<file path="src/rtl/fifo_arb_pkg.sv">
// Shared definitions for the FIFO write arbiter: state encoding and a
// constant clog2 helper used for index widths.
package fifo_arb_pkg;

  localparam logic IDLE = 1'b0;
  localparam logic LOCK = 1'b1;

  typedef enum logic {
    StIdle = IDLE,
    StLock = LOCK
  } state_e;

  function automatic int unsigned clog2(input int unsigned n);
    int unsigned r;
    r = 0;
    while ((32'd1 << r) < n) r++;
    return r;
  endfunction

endpackage

</file>
<file path="src/rtl/rr_pick.sv">
// Rotate-priority picker: returns a one-hot winner, searching from last_i+1
// upward (wrapping) for the first asserted request.
module rr_pick #(
  parameter int unsigned NREQ = 4,
  parameter int unsigned LW   = 2
) (
  input  logic [NREQ-1:0] req_i,
  input  logic [LW-1:0]   last_i,
  output logic [NREQ-1:0] win_o
);

  always_comb begin
    int unsigned idx;
    logic        found;
    win_o = '0;
    found = 1'b0;
    idx   = 0;
    for (int unsigned k = 1; k <= NREQ; k++) begin
      idx = (32'(last_i) + k) % NREQ;
      if (!found && req_i[idx]) begin
        win_o[idx] = 1'b1;
        found      = 1'b1;
      end
    end
  end

endmodule

</file>
<file path="src/rtl/fifo_wr_arb.sv">
// Round-robin write arbiter in front of a FIFO. Define FIFO_WR_ARB_BURST_EN to
// compile in burst locking (up to BURST beats per grant); otherwise per-beat RR.
module fifo_wr_arb
  import fifo_arb_pkg::*;
#(
  parameter int unsigned NREQ   = 4,
  parameter int unsigned DWIDTH = 8,
  parameter int unsigned BURST  = 4,
  localparam int unsigned OwW   = clog2(NREQ)
) (
  input  logic                   clk,
  input  logic                   rst_n,
  input  logic [NREQ-1:0]        req,
  input  logic [NREQ*DWIDTH-1:0] req_data,
  output logic [NREQ-1:0]        gnt,
  input  logic                   fifo_full,
  output logic                   fifo_wr_en,
  output logic [DWIDTH-1:0]      fifo_data_in,
  output logic [OwW-1:0]         owner,
  output logic                   locked
);

  logic [OwW-1:0]  last_q, last_d, owner_q, owner_d, gnt_idx;
  logic [NREQ-1:0] rr_win, owner_mask;
  logic            lock_st;

  rr_pick #(
    .NREQ (NREQ),
    .LW   (OwW)
  ) u_rr_pick (
    .req_i  (req),
    .last_i (last_q),
    .win_o  (rr_win)
  );

  // Reset and a full FIFO both block every grant, locked or not.
  always_comb begin
    owner_mask          = '0;
    owner_mask[owner_q] = 1'b1;
    gnt                 = '0;
    if (rst_n && !fifo_full) begin
      gnt = lock_st ? (req & owner_mask) : rr_win;
    end
  end

  always_comb begin
    fifo_wr_en   = |(req & gnt);
    fifo_data_in = '0;
    gnt_idx      = '0;
    for (int unsigned i = 0; i < NREQ; i++) begin
      if (gnt[i]) begin
        fifo_data_in = req_data[i*DWIDTH +: DWIDTH];
        gnt_idx      = OwW'(i);
      end
    end
  end

`ifdef FIFO_WR_ARB_BURST_EN
  state_e     state_q, state_d;
  logic [7:0] cnt_q, cnt_d;

  assign lock_st = (state_q == StLock);

  always_comb begin
    state_d = state_q;
    cnt_d   = cnt_q;
    last_d  = last_q;
    owner_d = owner_q;
    unique case (state_q)
      StIdle: begin
        if (fifo_wr_en) begin
          last_d  = gnt_idx;
          owner_d = gnt_idx;
          if (BURST > 1) begin
            state_d = StLock;
            cnt_d   = 8'd1;
          end
        end
      end
      StLock: begin
        // Owner withdrawing ends the burst early; no one else is served this cycle.
        if (!req[owner_q]) begin
          state_d = StIdle;
          last_d  = owner_q;
          cnt_d   = '0;
        end else if (fifo_wr_en) begin
          if (cnt_q == 8'(BURST - 1)) begin
            state_d = StIdle;
            last_d  = owner_q;
            cnt_d   = '0;
          end else begin
            cnt_d = cnt_q + 8'd1;
          end
        end
      end
      default: state_d = StIdle;
    endcase
  end

  always_ff @(posedge clk) begin
    if (!rst_n) begin
      state_q <= StIdle;
      cnt_q   <= '0;
    end else begin
      state_q <= state_d;
      cnt_q   <= cnt_d;
    end
  end
`else
  logic unused_burst;

  assign lock_st      = 1'b0;
  assign unused_burst = ^BURST;

  always_comb begin
    last_d  = last_q;
    owner_d = owner_q;
    if (fifo_wr_en) begin
      last_d  = gnt_idx;
      owner_d = gnt_idx;
    end
  end
`endif

  // last starts at NREQ-1 so requester 0 is searched first after reset.
  always_ff @(posedge clk) begin
    if (!rst_n) begin
      last_q  <= OwW'(NREQ - 1);
      owner_q <= '0;
    end else begin
      last_q  <= last_d;
      owner_q <= owner_d;
    end
  end

  assign owner  = owner_q;
  assign locked = lock_st;

endmodule

</file>
<file path="config.mk">
export PLATFORM = sky130hd
export DESIGN_NAME = fifo_wr_arb
export DESIGN_NICKNAME = d
export VERILOG_FILES = /design/src/rtl/fifo_arb_pkg.sv /design/src/rtl/rr_pick.sv /design/src/rtl/fifo_wr_arb.sv
export SDC_FILE = /design/constraint.sdc
export NUM_CORES = 1
export LEC_CHECK = 0
export CELL_PAD_IN_SITES_DETAIL_PLACEMENT = 2
export CELL_PAD_IN_SITES_GLOBAL_PLACEMENT = 2
export CORE_UTILIZATION = 21
export DETAILED_ROUTE_END_ITERATION = 10
export GPL_ROUTABILITY_DRIVEN = 1
export GPL_TIMING_DRIVEN = 0
export HOLD_SLACK_MARGIN = 0.05
export PLACE_DENSITY = 0.89
export SLEW_MARGIN = 20
export SYNTH_ARGS = -nofsm -noshare
export SYNTH_HDL_FRONTEND = slang
export SYNTH_SLANG_ARGS = --single-unit
</file>
<file path="constraint.sdc">
create_clock -name clk -period 5.1 [get_ports clk]
set_input_delay 1.02 -clock clk [delete_from_list [all_inputs] [get_ports clk]]
set_output_delay 1.02 -clock clk [all_outputs]
set_load 0.02 [all_outputs]
</file>
==> out/results.ini <==
[logic_synthesis]
synth_common_cells = nand2_1, inv_1, a21oi_1, nor2_1, ha_1
ys_types = 42
netlist_area_um2 = 921
seq_area_frac_synth_pct = 8.70
synth_area_leaders = ha_1, dfxtp_1, mux4_2
ys_ff_latch = 4
async_flop_share_pct = 0
yosys.area.top_type_share_pct = 10.9
syn_nets = 166
postSynthAreaPerCell_um2 = 7.74
yosysMostFrequentCell = nand2_1
synth_edf_count = 0
synth_flop_cell = dfxtp_1
yosysWarnings = 0
postSynthCellCount = 119
synth.largest_area_cell = ha_1

[timing]
period_minus_slack_ns = 4.64
skew_ns = 0.00149
grt_setup_unrepaired = false
final_max_slew_viol_count = 0
fmax_mhz = 215
setup_violations = 0
finalHoldViolations = 0
post-route-period-util_pct = 91.1

[grt]
grt_pass1_wl_um = 6130
antenna_found_initial = 0
grt_pass1_vias = 1254
busiest_layer = met2
grt.total_usage_pct = 17.5
use_met1_pct = 19.3
overflow = 0
grt_use_met3_pct = 2.33
grt_max_degree = 11
grtUsageMet2_pct = 35.4

[drt]
viasPerCell = 5.10
antenna_left = 0
drt-total-wl_um = 4170
drc = 0
wl_per_cell_um = 18.1
firstDrtPassIters = 4
vias = 1172
drt_iter0_markers = 39

[placement]
placed_cell_area_um2 = 1510
io_buffers = 53
dp_hpwl_um = 3240
gp_congestion = 0.753

[setup_path]
path_class = primary input to output port
crit_required_ns = 4.08
crit_slowest_cell = mux4_2
crit_arrival_ns = 3.62
cp-start-kind = primary input
critPathCaptureType = output port
slowest_delay_ns = 0.61
cp_max_fo = 10
path_cells = dlymetal6s2s_1 -> mux4_2 -> nor4b_4 -> a222oi_1 -> buf_4 -> and2_4 -> buf_6 -> a311oi_2 -> o22ai_1 -> dlygate4sd2_1

[status]
status = complete, no violations

[cts]
insertion_delay_ns = 0.21
root_buffer = clkbuf_8
cts_tree = yes
path_clk_slew_ns = 0.03
htreeDepth = 1
clk_path_buf_depth = 2
numCtsBuffers = 3
cts_sinks = 4

[power]
vdd_drop_max_v = 0.000227
fin_total_pwr_mw = 0.612
power_density_nw_per_um2 = 375
power_leakage_nw = 0.751

[cells_and_area]
final_area_um2 = 1630
insertedDiodeCount = 0
area.growth.synth_to_final_pct = 77.2
final_layout_size_suffix_gt1_share_pct = 17.2
layout.nets = 229

[floorplan]
die_w_um = 68.2
io_pins = 55
core_um2 = 4120
die_area_um2 = 4650
start_util_pct = 22.4
die_height_um = 68.2
num_rows = 23

[worst_hold_path]
min_path_type = register to register

[job]
maxCapViolations = 0

==> power breakdown <==
| group | internal (mW) | leakage, nW | switching (mW) |
|---|---|---|---|
| clock network | 0.0502 | 0.0216 | 0.0148 |
| logic | 0.234 | 0.697 | 0.260 |
| registers | 0.0394 | 0.0328 | 0.0129 |
| total | 0.323 | 0.751 | 0.288 |
==> per-stage QoR <==
step / util (%) / hold slack [ns] / setup TNS [ns] / worst slack, ns / std cells
after global routing: 39.6 / 0.498 / 0 / 0.280 / 230
after floorplan: - / 0.531 / 0 / 0.915 / 119
after CTS: 38.4 / 0.482 / -0.00705 / -0.00705 / 227
final: 39.6 / 0.472 / 0 / 0.455 / 230
after global placement: 36.8 / 0.447 / -2.09 / -0.295 / 222
after detailed placement: 36.8 / 0.474 / -3.05 / -0.421 / 222
==> state kept, by name, summed over array words and instances, names as in the netlist <==
| name | cells |
|---|---|
| owner | 2 |
| last_q | 2 |
==> cells in the final DEF, fill, tap and decap left out, types with 2 or more instances in the layout <==
cell / n
mux4_2: 4
dlymetal6s2s_1: 6
buf_2: 3
o21ai_0: 2
buf_4: 7
buf_6: 3
dlygate4sd2_1: 6
nor2_1: 9
a21oi_2: 2
o22ai_1: 7
a311oi_1: 6
and2_1: 2
clkbuf_8: 3
ha_1: 8
a21oi_1: 9
nand2_1: 16
inv_1: 10
nor2b_1: 2
dfxtp_1: 4
a31oi_1: 2
mux2i_1: 4
clkdlybuf4s50_1: 40
==> final cells by class <==
class | instances | area (um^2)
Timing Repair Buffer | 58 | 576
Inverter | 10 | 37.5
Sequential cell | 4 | 80.1
Fill cell | 477 | 2480
Tap cell | 50 | 62.6
Buffer | 9 | 67.6
Multi-Input combinational cell | 96 | 767
Clock buffer | 3 | 41.3
==> repair_timing <==
item	4_1_cts	5_1_grt
pin swaps	1	1
resized for setup	12	10
setup endpoints to repair	8	6
buffers inserted	2	3
hold buffers	0	0
gates cloned	0	0
==> worst max-delay path, delay by kind of cell <==
family / cells / cell delay (ns)
multiplexers: 1 / 0.61
AO/OA/AOI/OAI: 3 / 0.55
buffers and inverters: 4 / 0.85
AND/OR/NAND/NOR: 2 / 0.59
==> path summary, 6_finish.rpt <==
check | startpoint | endpoint | slack [ns] | cells past startpoint
hold reg to reg | owner[0] | owner[0] | 0.47 | 2
setup reg to reg | last_q[0] | last_q[0] | 1.98 | 11
setup / recovery | req[1] | fifo_data_in[6] | 0.46 | 10
hold / removal | owner[0] | owner[0] | 0.47 | 2
==> kinds of logic after synthesis <==
| kind of cell | share of synthesized area [%] |
|---|---|
| AO/OA/AOI/OAI | 31.7 |
| AND/OR/NAND/NOR | 22.6 |
| buffers and inverters | 11.3 |
| multiplexers | 14.5 |
| adder cells (fa/ha/maj) | 10.9 |
| flip-flops | 8.70 |
| other | 0.407 |
==> metal layers <==
metal | vias to the layer above | share of wire, % | routed length (um)
met5 | - | 0 | 0
met4 | 0 | 0 | 0
met3 | 0 | 5.6 | 233
met2 | 36 | 54 | 2260
met1 | 575 | 40 | 1680
li1 | 561 | - | -
(Power assumes the default switching activity.)
